`src/rtl/lcd_pkg.sv`:
```
// Shared types and constants for the character-LCD controller.
package lcd_pkg;

    typedef enum logic [2:0] {
        ST_INIT,
        ST_IDLE,
        ST_SETUP,
        ST_PULSE,
        ST_HOLD,
        ST_WAIT
    } lcd_state_e;

    // Word selects, i_addr[3:2]
    localparam logic [1:0] REG_TX     = 2'd0;
    localparam logic [1:0] REG_STATUS = 2'd1;
    localparam logic [1:0] REG_CTRL   = 2'd2;

    // STATUS bit positions
    localparam int unsigned STAT_BUSY_BIT = 0;
    localparam int unsigned STAT_FULL_BIT = 1;
    localparam int unsigned STAT_EMPTY_BIT = 2;
    localparam int unsigned STAT_OVF_BIT  = 3;
    localparam int unsigned STAT_CNT_LSB  = 4;

    localparam logic [7:0] CMD_CLEAR = 8'h01;
    localparam logic [7:0] CMD_HOME  = 8'h02;

    // Clear and home (0x02 and its 0x03 alias) need the long execution wait
    function automatic logic is_long_cmd(input logic rs, input logic [7:0] b);
        return !rs && ((b == CMD_CLEAR) || (b[7:1] == CMD_HOME[7:1]));
    endfunction

endpackage

```
`src/rtl/lcd_ctrl_if.sv`:
```
// Load-store unit peripheral bus as seen by the LCD controller.
interface lcd_ctrl_if;
    logic        i_sel;
    logic [3:0]  i_addr;
    logic        i_wr_en;
    logic        i_rd_en;
    logic [31:0] i_wr_data;
    logic [31:0] o_rd_data;

    modport master (output i_sel, i_addr, i_wr_en, i_rd_en, i_wr_data,
                    input  o_rd_data);
    modport slave  (input  i_sel, i_addr, i_wr_en, i_rd_en, i_wr_data,
                    output o_rd_data);
endinterface

```
`src/rtl/lcd_cmd_fifo.sv`:
```
// Command FIFO; a pop on the same edge frees the slot for a push when full.
module lcd_cmd_fifo #(
    parameter int unsigned DEPTH = 4,
    parameter int unsigned WIDTH = 9
) (
    input  logic                     clk,
    input  logic                     rst_n,
    input  logic                     push,
    input  logic                     pop,
    input  logic [WIDTH-1:0]         din,
    output logic [WIDTH-1:0]         dout,
    output logic                     full,
    output logic                     empty,
    output logic [$clog2(DEPTH):0]   count
);
    localparam int unsigned AW    = $clog2(DEPTH);
    localparam int unsigned CNT_W = AW + 1;

    logic [WIDTH-1:0] mem [DEPTH];
    logic [AW-1:0]    rd_ptr;
    logic [AW-1:0]    wr_ptr;
    logic             do_pop;
    logic             do_push;

    assign empty   = (count == '0);
    assign full    = (count == CNT_W'(DEPTH));
    assign do_pop  = pop && !empty;
    assign do_push = push && (!full || do_pop);
    assign dout    = mem[rd_ptr];

    // Pointer and occupancy bookkeeping
    always_ff @(posedge clk or negedge rst_n) begin
        if (!rst_n) begin
            rd_ptr <= '0;
            wr_ptr <= '0;
            count  <= '0;
        end else begin
            if (do_pop)  rd_ptr <= rd_ptr + 1'b1;
            if (do_push) wr_ptr <= wr_ptr + 1'b1;
            case ({do_push, do_pop})
                2'b10:   count <= count + 1'b1;
                2'b01:   count <= count - 1'b1;
                default: count <= count;
            endcase
        end
    end

    // Storage array, no reset needed
    always_ff @(posedge clk) begin
        if (do_push) mem[wr_ptr] <= din;
    end

endmodule

```
`src/rtl/lcd_ctrl.sv`:
```
// Memory-mapped HD44780-style LCD driver: CPU stores queue bytes, FSM times them onto the pins.
module lcd_ctrl
    import lcd_pkg::*;
#(
    parameter int unsigned FIFO_DEPTH = 4,
    parameter int unsigned SETUP_CYC  = 2,
    parameter int unsigned EN_CYC     = 13,
    parameter int unsigned HOLD_CYC   = 2,
    parameter int unsigned EXEC_CYC   = 2000,
    parameter int unsigned LONG_CYC   = 82000,
    parameter int unsigned POR_CYC    = 750000
) (
    input  logic        i_clk,
    input  logic        i_rst_n,
    lcd_ctrl_if.slave   bus,
    output logic [7:0]  o_lcd_data,
    output logic        o_lcd_rs,
    output logic        o_lcd_rw,
    output logic        o_lcd_en,
    output logic        o_lcd_on,
    output logic        o_lcd_blon
);
    localparam int unsigned CNT_W = $clog2(FIFO_DEPTH) + 1;

    lcd_state_e        state;
    lcd_state_e        state_nxt;
    logic [31:0]       cnt;
    logic [31:0]       lim;
    logic              pop;
    logic [7:0]        lcd_data;
    logic              lcd_rs;
    logic [1:0]        ctrl;
    logic              ovf;
    logic              wr_tx;
    logic              wr_status;
    logic              wr_ctrl;
    logic              busy;
    logic [31:0]       status_word;
    logic [8:0]        fifo_dout;
    logic              fifo_full;
    logic              fifo_empty;
    logic [CNT_W-1:0]  fifo_count;
    logic              unused_bits;

    assign wr_tx     = bus.i_sel && bus.i_wr_en && (bus.i_addr[3:2] == REG_TX);
    assign wr_status = bus.i_sel && bus.i_wr_en && (bus.i_addr[3:2] == REG_STATUS);
    assign wr_ctrl   = bus.i_sel && bus.i_wr_en && (bus.i_addr[3:2] == REG_CTRL);
    assign unused_bits = ^{bus.i_addr[1:0], bus.i_wr_data[31:9]};

    lcd_cmd_fifo #(
        .DEPTH (FIFO_DEPTH),
        .WIDTH (9)
    ) u_fifo (
        .clk   (i_clk),
        .rst_n (i_rst_n),
        .push  (wr_tx),
        .pop   (pop),
        .din   (bus.i_wr_data[8:0]),
        .dout  (fifo_dout),
        .full  (fifo_full),
        .empty (fifo_empty),
        .count (fifo_count)
    );

    // State register, shared dwell counter (cleared on every state entry) and pin registers
    always_ff @(posedge i_clk or negedge i_rst_n) begin
        if (!i_rst_n) begin
            state    <= ST_INIT;
            cnt      <= '0;
            lcd_data <= '0;
            lcd_rs   <= 1'b0;
        end else begin
            state <= state_nxt;
            if ((state_nxt != state) || (state == ST_IDLE)) cnt <= '0;
            else                                            cnt <= cnt + 1'b1;
            if (pop) {lcd_rs, lcd_data} <= fifo_dout;
        end
    end

    // Next state and pop; a state whose dwell is N leaves when cnt reaches N-1
    always_comb begin
        state_nxt = state;
        pop       = 1'b0;
        lim       = '0;
        case (state)
            ST_INIT:  lim = POR_CYC - 1;
            ST_SETUP: lim = SETUP_CYC - 1;
            ST_PULSE: lim = EN_CYC - 1;
            ST_HOLD:  lim = HOLD_CYC - 1;
            ST_WAIT:  lim = is_long_cmd(lcd_rs, lcd_data) ? LONG_CYC - 1 : EXEC_CYC - 1;
            default:  lim = '0;
        endcase
        case (state)
            ST_INIT:  if (cnt == lim) state_nxt = ST_IDLE;
            ST_IDLE:  if (!fifo_empty) begin
                          pop       = 1'b1;
                          state_nxt = ST_SETUP;
                      end
            ST_SETUP: if (cnt == lim) state_nxt = ST_PULSE;
            ST_PULSE: if (cnt == lim) state_nxt = ST_HOLD;
            ST_HOLD:  if (cnt == lim) state_nxt = ST_WAIT;
            ST_WAIT:  if (cnt == lim) state_nxt = ST_IDLE;
            default:  state_nxt = ST_INIT;
        endcase
    end

    // Control register and sticky overflow flag
    always_ff @(posedge i_clk or negedge i_rst_n) begin
        if (!i_rst_n) begin
            ctrl <= '0;
            ovf  <= 1'b0;
        end else begin
            if (wr_ctrl) ctrl <= bus.i_wr_data[1:0];
            if (wr_status && bus.i_wr_data[STAT_OVF_BIT]) ovf <= 1'b0;
            else if (wr_tx && fifo_full && !pop)          ovf <= 1'b1;
        end
    end

    assign busy = (state != ST_IDLE) || !fifo_empty;

    // STATUS word assembly
    always_comb begin
        status_word                      = '0;
        status_word[STAT_BUSY_BIT]       = busy;
        status_word[STAT_FULL_BIT]       = fifo_full;
        status_word[STAT_EMPTY_BIT]      = fifo_empty;
        status_word[STAT_OVF_BIT]        = ovf;
        status_word[STAT_CNT_LSB +: 4]   = 4'(fifo_count);
    end

    // Combinational read mux, zero when not selected for a load
    always_comb begin
        bus.o_rd_data = '0;
        if (bus.i_sel && bus.i_rd_en) begin
            case (bus.i_addr[3:2])
                REG_STATUS: bus.o_rd_data = status_word;
                REG_CTRL:   bus.o_rd_data = {30'b0, ctrl};
                default:    bus.o_rd_data = '0;
            endcase
        end
    end

    assign o_lcd_data = lcd_data;
    assign o_lcd_rs   = lcd_rs;
    assign o_lcd_rw   = 1'b0;
    assign o_lcd_en   = (state == ST_PULSE);
    assign o_lcd_on   = ctrl[0];
    assign o_lcd_blon = ctrl[1];

endmodule
```
`src/flat_wrapper.sv`:
```
// flat-port wrapper written by rule: the top's interface ports become plain ports
module lcd_ctrl_flat import lcd_pkg::*;
#(
    parameter int unsigned FIFO_DEPTH = 4,
    parameter int unsigned SETUP_CYC  = 2,
    parameter int unsigned EN_CYC     = 13,
    parameter int unsigned HOLD_CYC   = 2,
    parameter int unsigned EXEC_CYC   = 2000,
    parameter int unsigned LONG_CYC   = 82000,
    parameter int unsigned POR_CYC    = 750000
)
  (i_clk, i_rst_n, o_lcd_data, o_lcd_rs, o_lcd_rw, o_lcd_en, o_lcd_on, o_lcd_blon, bus_i_sel, bus_i_addr, bus_i_wr_en, bus_i_rd_en, bus_i_wr_data, bus_o_rd_data);
  lcd_ctrl_if bus_i ();
  input  logic i_clk;
  input  logic i_rst_n;
  output logic [7:0] o_lcd_data;
  output logic o_lcd_rs;
  output logic o_lcd_rw;
  output logic o_lcd_en;
  output logic o_lcd_on;
  output logic o_lcd_blon;
  input wire logic [$bits(bus_i.i_sel)-1:0] bus_i_sel;
  input wire logic [$bits(bus_i.i_addr)-1:0] bus_i_addr;
  input wire logic [$bits(bus_i.i_wr_en)-1:0] bus_i_wr_en;
  input wire logic [$bits(bus_i.i_rd_en)-1:0] bus_i_rd_en;
  input wire logic [$bits(bus_i.i_wr_data)-1:0] bus_i_wr_data;
  output wire logic [$bits(bus_i.o_rd_data)-1:0] bus_o_rd_data;
  assign bus_i.i_sel = bus_i_sel;
  assign bus_i.i_addr = bus_i_addr;
  assign bus_i.i_wr_en = bus_i_wr_en;
  assign bus_i.i_rd_en = bus_i_rd_en;
  assign bus_i.i_wr_data = bus_i_wr_data;
  assign bus_o_rd_data = bus_i.o_rd_data;
  lcd_ctrl #(.FIFO_DEPTH(FIFO_DEPTH), .SETUP_CYC(SETUP_CYC), .EN_CYC(EN_CYC), .HOLD_CYC(HOLD_CYC), .EXEC_CYC(EXEC_CYC), .LONG_CYC(LONG_CYC), .POR_CYC(POR_CYC)) u_core (.i_clk(i_clk), .i_rst_n(i_rst_n), .bus(bus_i), .o_lcd_data(o_lcd_data), .o_lcd_rs(o_lcd_rs), .o_lcd_rw(o_lcd_rw), .o_lcd_en(o_lcd_en), .o_lcd_on(o_lcd_on), .o_lcd_blon(o_lcd_blon));
endmodule
```
`config.mk`:
```
export PLATFORM = sky130hd
export DESIGN_NAME = lcd_ctrl_flat
export DESIGN_NICKNAME = d
export VERILOG_FILES = /design/src/rtl/lcd_pkg.sv /design/src/rtl/lcd_ctrl_if.sv /design/src/rtl/lcd_cmd_fifo.sv /design/src/rtl/lcd_ctrl.sv /design/src/flat_wrapper.sv
export SDC_FILE = /design/constraint.sdc
export NUM_CORES = 1
export LEC_CHECK = 0
export ABC_CLOCK_PERIOD_IN_PS = 2800
export BUFFER_PORTS_ARGS = -buffer_cell sky130_fd_sc_hd__buf_4
export CAP_MARGIN = 40
export CORE_MARGIN = 5
export CORE_UTILIZATION = 45
export CTS_CLUSTER_SIZE = 12
export DETAILED_ROUTE_END_ITERATION = 16
export GPL_TIMING_DRIVEN = 0
export PLACE_DENSITY = 0.69
export SLEW_MARGIN = 25
export SYNTH_ARGS = -nofsm -noshare
export SYNTH_HDL_FRONTEND = slang
export SYNTH_SLANG_ARGS = --single-unit
```
`constraint.sdc`:
```
create_clock -name i_clk -period 2.8 [get_ports i_clk]
set_input_delay 0.28 -clock i_clk [delete_from_list [all_inputs] [get_ports i_clk]]
set_output_delay 0.28 -clock i_clk [all_outputs]
set_load 0.1 [all_outputs]
```
=== Word level (Yosys, flattened, before mapping) ===
Memories as Yosys holds them, arrays and structs flattened. A register that Yosys moved wholly into a read port is not among the register bits.
Cells that the tools add are included.

* Add/subtract/negate cells: 5
* Equality and inequality tests: 15
* Multiplexer cells: 18
* Reductions and logical operators: 27

{| class="wikitable"
|+ Operator list
! cell !! count
|-
| one-hot mux 32 bit (4 select lines) || 1
|-
| two-way mux 32 bit || 2
|-
| adder 32 x 1 -> 32 bit (second input constant) || 1
|-
| == test 32 bit || 1
|-
| two-way mux 17 bit || 1
|-
| two-way mux 3 bit || 5
|-
| one-hot mux 3 bit (5 select lines) || 1
|-
| one-hot mux 7 bit (2 select lines) || 1
|-
| logical AND 1 bit || 11
|-
| == test 3 bit (second input constant) || 3
|-
| == test 8 x 1 -> 1 bit (second input constant) || 1
|-
| == test 7 x 1 -> 1 bit (second input constant) || 1
|-
| == test 3 x 2 -> 1 bit (second input constant) || 2
|-
| logical NOT 3 bit || 2
|-
| two-way mux 1 bit || 6
|-
| one-hot mux 3 bit (2 select lines) || 1
|-
| logical NOT 1 bit || 5
|-
| adder 2 x 1 -> 2 bit (second input constant) || 2
|-
| == test 2 x 1 -> 1 bit (second input constant) || 2
|-
| == test 2 bit (second input constant) || 2
|-
| logical OR 1 bit || 4
|-
| nonzero test 2 bit || 2
|-
| OR reduction 2 bit || 2
|-
| adder 3 x 1 -> 3 bit (second input constant) || 1
|-
| 5 further kinds || 5
|}

* Register bits: 45
* Memory bits (writable): 36
* Output and inout port bits: 45
* Logic and storage cells: 73
* Memories: 1

{| class="wikitable"
|+ Memories
! memory !! words !! width !! read ports !! clocked after memory_dff !! write ports !! line !! source
|-
| u_core.u_fifo.mem || 4 || 9 || 1 || 1 || 1 || lcd_cmd_fifo.sv:19 || <nowiki>logic [WIDTH-1:0] mem [DEPTH];</nowiki>
|}

=== Logic depth before layout (Yosys ltp) ===
* Depth in word-level cells: 11
* Depth in mapped cells: 11

=== Cells and area by module ===
From an unflattened synthesis, not the netlist that was laid out.

* Cells, all modules: 404
* Area, all modules: 4672.0 um2

{| class="wikitable"
|+ Modules (own cells, without submodules)
! module !! times used !! cells each !! area each (um2)
|-
| lcd_ctrl || 1 || 305 || 2860.2
|-
| lcd_cmd_fifo || 1 || 99 || 1811.7
|}

=== Least setup slack after synthesis ===
No wires, ideal clock.

* Kind: reg-to-reg
* Start: register u_core.lcd_data[1] (netlist: u_core.o_lcd_data[1]) (read register of u_core.u_fifo.mem)
* End: register u_core.cnt[24]
* Arrival: 2.821 ns
* Required time: 2.681 ns
* Setup slack: -0.140 ns
* Stages on the path, launching flop included: 8
* Path buffers: 1
* Period minus slack after synthesis: 2.940 ns
* Cells stage by stage: dfrtp_1 > or2_2 > a31oi_1 > mux2_2 > or4_4 > o311ai_4 > buf_6 > nor2_1

* Longest elaborated chain between the ends: 11

{| class="wikitable"
|+ RTL lines
! element !! line !! source
|-
| start, declared || lcd_ctrl.sv:30 || <nowiki>logic [7:0] lcd_data;</nowiki>
|-
| == test 8 x 1 -> 1 bit or == test 7 x 1 -> 1 bit (tied branches) || lcd_pkg.sv:30 || <nowiki>return !rs && ((b == CMD_CLEAR) || (b[7:1] == CMD_HOME[7:1]));</nowiki>
|-
| logical OR 1 bit (*) || lcd_pkg.sv:30 ||
|-
| logical AND 1 bit (*) || lcd_pkg.sv:30 ||
|-
| two-way mux 17 bit (*) || lcd_ctrl.sv:90 || <nowiki>ST_WAIT: lim = is_long_cmd(lcd_rs, lcd_data) ? LONG_CYC - 1 : EXEC_CYC - 1;</nowiki>
|-
| one-hot mux 32 bit (4 select lines) (*) || lcd_ctrl.sv:85 || <nowiki>case (state)</nowiki>
|-
| == test 32 bit (*) || - ||
|-
| two-way mux 3 bit (on tied branches) || - ||
|-
| one-hot mux 3 bit (5 select lines) (*) || lcd_ctrl.sv:93 || <nowiki>case (state)</nowiki>
|-
| inequality test 3 bit (*) || lcd_ctrl.sv:74 || <nowiki>if ((state_nxt != state) || (state == ST_IDLE)) cnt <= '0;</nowiki>
|-
| logical OR 1 bit (*) || lcd_ctrl.sv:74 ||
|-
| two-way mux 32 bit (*) || lcd_ctrl.sv:74 ||
|-
| end signal, assigned || lcd_ctrl.sv:75 || <nowiki>else cnt <= cnt + 1'b1;</nowiki>
|-
| end, declared || lcd_ctrl.sv:27 || <nowiki>logic [31:0] cnt;</nowiki>
|}

Mark *: on every way between the ends. The rest lies on a longest branch, timed or not.
A chain may end at the register's enable or synchronous reset.

=== Final worst setup path ===
* Start: register u_core.state[0]
* End: register u_core.cnt[22]

* Longest elaborated chain between the ends: 9

{| class="wikitable"
|+ RTL lines
! element !! line !! source
|-
| start, declared || lcd_ctrl.sv:25 || <nowiki>lcd_state_e state;</nowiki>
|-
| start signal, assigned || lcd_ctrl.sv:73 || <nowiki>state <= state_nxt;</nowiki>
|-
| == test 3 x 2 -> 1 bit or == test 3 bit (tied branches) || lcd_ctrl.sv:85, lcd_ctrl.sv:93 ||
|-
| OR reduction 2 bit (no line) || - ||
|-
| one-hot mux 32 bit (4 select lines) || lcd_ctrl.sv:85 ||
|-
| == test 32 bit || - ||
|-
| two-way mux 3 bit (on tied branches) || - ||
|-
| one-hot mux 3 bit (5 select lines) || lcd_ctrl.sv:93 ||
|-
| inequality test 3 bit || lcd_ctrl.sv:74 ||
|-
| logical OR 1 bit (*) || lcd_ctrl.sv:74 ||
|-
| two-way mux 32 bit (*) || lcd_ctrl.sv:74 ||
|}

Marked as above.

==> results.txt <==
----------------------------------------------------
[Route]
  Avg WL per Cell ... roughly 14 um
  Detailed-route vias per instance ... around 5
  Number of remaining DRC errors ... 0
  Vias after detailed routing ... 2,979
  WL final ... 8440 um
  First DRT Iteration DRCs ... around 100
  Iteration count of the initial detailed-routing pass ... 4
  Post-route ant nets ... 0

[STA]
  Max Freq ... 371 MHz
  Post-route fraction of the period consumed by the critical path ... 96.3%
  Max transition margin ... 53.9%
  Slew Limit Fails ... 0
  Final Setup Violations ... 0
  Setup skew after layout ... about 12 ps
  Clock period minus final worst setup slack ... 2700 ps
  Final hold violation count ... 0
  Actual transition at the worst max-transition pin ... 691 ps
  Post-layout worst setup margin ... about 100 ps
  Unrepaired setup endpoints after global routing ... false

[GRT]
  GRT Util Overall ... between 15 and 20%
  Vias in the first global route ... approximately 3,000
  Total global routing overflow ... 0
  Number of antenna violations at the first check in global routing ... 0
  Largest net degree at the start of global routing ... 55
  Wire length of the first global-routing pass ... ~15,000 um

[Critical path]
  CP arrival ... around 3000 ps
  Kind of critical path ... flip-flop to flip-flop
  Sort of element at the start of the critical path ... flip-flop
  Maximum net fanout on the critical path ... 10
  Crit path cell chain ... or3_4 > a211o_1 > mux2_2 > or4_4 > o311ai_4 > buf_4 > buf_6 > nor2_1
  Critical Path Max Stage Delay ... ~540 ps
  Worst Path Required ... 3050 ps
  Slowest cell on the critical path ... or4_4
  Endpoint kind of the worst setup timing path ... flip-flop

[Logic synthesis]
  Number of instances in the synthesized netlist ... about 380
  Synthesis-stage register bit count ... 90
  Post-synth EDFFs ... 36
  Part of the Yosys area used for sequential elements ... a little over half
  Number of different library cells in the post-synthesis netlist ... 48
  Yosys synthesis warning count ... 0
  Top_reg_cell synth ... dfrtp_1
  Syn avg cell area ... between 10 and 15 um2
  Post-synthesis instance area ... 4500 um2
  Proportion of register bits with asynchronous set or reset after synthesis ... 60.0%

[CTS]
  Number of CTS-inserted buffers ... 9
  Clock latency at the later pin of the worst-skew pair ... roughly 370 ps
  Clock root buffer ... clkbuf_8
  Clk slew on worst S/H paths ... around 100 ps
  Clock Sinks ... 90
  Maximum count of clock buffers along a single path ... 2
  Clock tree from TritonCTS ... yes
  CTS H-tree depth ... 3

[Die]
  Core footprint ... slightly below 10,000 um2
  I/O pin count ... between 80 and 90
  Die Area ... 12,100 um2
  Row count ... 36
  Effective utilization at floorplan ... between 40% and 50%
  Vertical die dimension ... 110 um
  Die outline width ... between 100 and 150 um

[Cells and area]
  Commonest non-fill, non-tap cells in the layout ... buf_4 (64), nor2_1 (48), dfrtp_1 (45)
  Utilization after layout ... between 50% and 60%
  Number of inserted filler cells in the final layout ... between 800 and 900
  Final non-filler cell total ... between 500 and 600
  Sequential cell area ... approximately 2400 um2
  Commonest non-fill, non-tap cell in the layout ... buf_4
  Antenna Diode Count ... 0
  Area used by multi-input combinational logic ... around 1900 um2
  Fraction of final layout cells with drive strength greater than 1 ... 27.7%
  Number of nets in the finished design ... 510
  Layout overhead on the synthesized area ... 18.0%

[Outcome]
  Status ... completed

[Placed design]
  Placed instance count ... roughly 580
  Count of input and output buffers ... 34
  Gp weighted congestion ... roughly 0.81
  Post-placement worst setup slack ... -447 ps
  Total half-perimeter wirelength after legalization and detailed placement ... between 6000 and 7000 um

[Pwr]
  Worst IR Drop VDD ... between 300 and 400 uV
  Pwr Density ... between 500 and 600 nW/um2
  LEAKAGE ... ~2.4 nW

[Flow run]
  Max-cap violations ... 0

[Min path]
  Type of the most critical hold path ... input pin to flip-flop

----------------------------------------------------
[report_power, final]
group	switching, mW	leakage, nW	internal [mW]
Clock	0.497	0.0942	0.344
Combinational	0.345	1.25	0.125
Sequential	0.0482	1.03	1.43
[kinds of logic (layout without fill, tap and decap cells)]
| logic type | Yosys count | count (layout) | share of synthesized area (%) |
|---|---|---|---|
| AO/OA/AOI/OAI | 23 | 23 | 3.87 |
| XOR/XNOR | 36 | 36 | 7.01 |
| adder cells (fa/ha/maj) | 9 | 9 | 2.67 |
| buffers and inverters | 48 | 104 | 6.71 |
| flip-flops | 90 | 90 | 54.1 |
| multiplexers | 26 | 26 | 8.68 |
| other | 1 | 26 | 0.0834 |
| AND/OR/NAND/NOR | 151 | 151 | 16.9 |
[per-stage QoR]
| stage | power [mW] | instance area, um2 | hold WS [ps] | TNS [ps] |
|---|---|---|---|---|
| after global routing | 2.92 | 5310 | 82.1 | 0 |
| after global placement | 1.96 | 5020 | 370 | -2080 |
| after CTS | 2.82 | 5240 | 88.6 | 0 |
| after floorplan | 1.87 | 4600 | -15.6 | 0 |
| final | 2.79 | 5310 | 104 | 0 |
| after detailed placement | 1.98 | 5020 | 384 | -2430 |
[layer usage]
metal  vias to the layer above  global-route usage, %  part of all wire, %
met5                         -                      0                    0
met4                         0                   4.01                  1.1
met3                        10                   3.70                  3.9
met2                        56                   27.5                   52
met1                      1457                   19.5                   42
li1                       1456                      -                    -
[worst max-delay path, delay by kind of cell, from the launching register on]
kind                   cells  cell delay (ps)
DFF                        1              430
and+or+nand+nor            3             1010
buffers and inverters      2              310
AOI/OAI and AO/OA          2              560
muxes                      1              270
[state kept, by name, summed over array words and instances, names as in the netlist, 2 cells and up]
| signal | flops |
|---|---|
| u_core.cnt | 32 |
| u_core.ctrl | 2 |
| u_core.o_lcd_data | 8 |
| u_core.state | 3 |
| u_core.u_fifo.count | 3 |
| u_core.u_fifo.mem | 36 |
| u_core.u_fifo.rd_ptr | 2 |
| u_core.u_fifo.wr_ptr | 2 |
[cell usage after synthesis (2+ instances only)]
cell type / number / area, um2
buf_4: 26 / 195
ha_1: 8 / 100
mux2i_1: 3 / 30.0
inv_1: 9 / 33.8
or4_1: 2 / 15.0
mux2_2: 14 / 158
or3_1: 2 / 12.5
nor2b_1: 4 / 25.0
nor2_1: 48 / 180
xnor2_1: 16 / 140
or2_2: 4 / 25.0
o21ai_0: 2 / 10.0
a31oi_1: 4 / 25.0
edfxtp_1: 36 / 1080
xor2_1: 20 / 175
a21oi_1: 5 / 25.0
clkbuf_1: 6 / 22.5
and3_1: 10 / 62.6
nand3_1: 11 / 55.1
nand2_1: 27 / 101
dfrtp_1: 54 / 1350
nand4_1: 8 / 50.1
o22ai_1: 2 / 12.5
and2_1: 10 / 62.6
buf_6: 3 / 33.8
mux4_2: 9 / 203
a41oi_1: 2 / 17.5
buf_1: 3 / 11.3
nand2b_1: 2 / 12.5
nor4_1: 10 / 62.6
and4_1: 2 / 17.5
nor3_1: 6 / 30.0
[cell type report]
class,count,area share [%]
tap,133,3.14
timing repair buffer,40,5.85
inverter,9,0.637
sequential,90,46.1
clock inverter,6,1.04
multi-input combinational,271,35.5
clock buffer,10,2.41
buffer,39,5.35
[timing repair]
action                     4_1_cts  5_1_grt
setup endpoints to repair       32       31
hold buffers                     1        0
pin swaps                        1        1
gates resized for setup          4       11
hold endpoints to repair        54        0
setup buffers                    2        2
[path summary, 6_finish.rpt]
path                                                    startpoint                            endpoint  slack, ps  cells past startpoint
worst max-delay path                     u_core.state[0]$_DFF_PN0_            u_core.cnt[22]$_DFF_PN0_        100                      8
worst max register to register           u_core.state[0]$_DFF_PN0_            u_core.cnt[22]$_DFF_PN0_        100                      8
max in group asynchronous                                  i_rst_n    u_core.o_lcd_data[0]$_DFFE_PN0P_       1780                      2
worst min-delay path                              bus_i_wr_data[6]   u_core.u_fifo.mem[1][6]$_DFFE_PP_        100                      1
min in group asynchronous                                  i_rst_n             u_core.cnt[6]$_DFF_PN0_        490                      2
worst min register to register  u_core.u_fifo.count[0]$_DFFE_PN0P_  u_core.u_fifo.count[0]$_DFFE_PN0P_        540                      1
No activity file was read; power rests on OpenSTA's default activity.
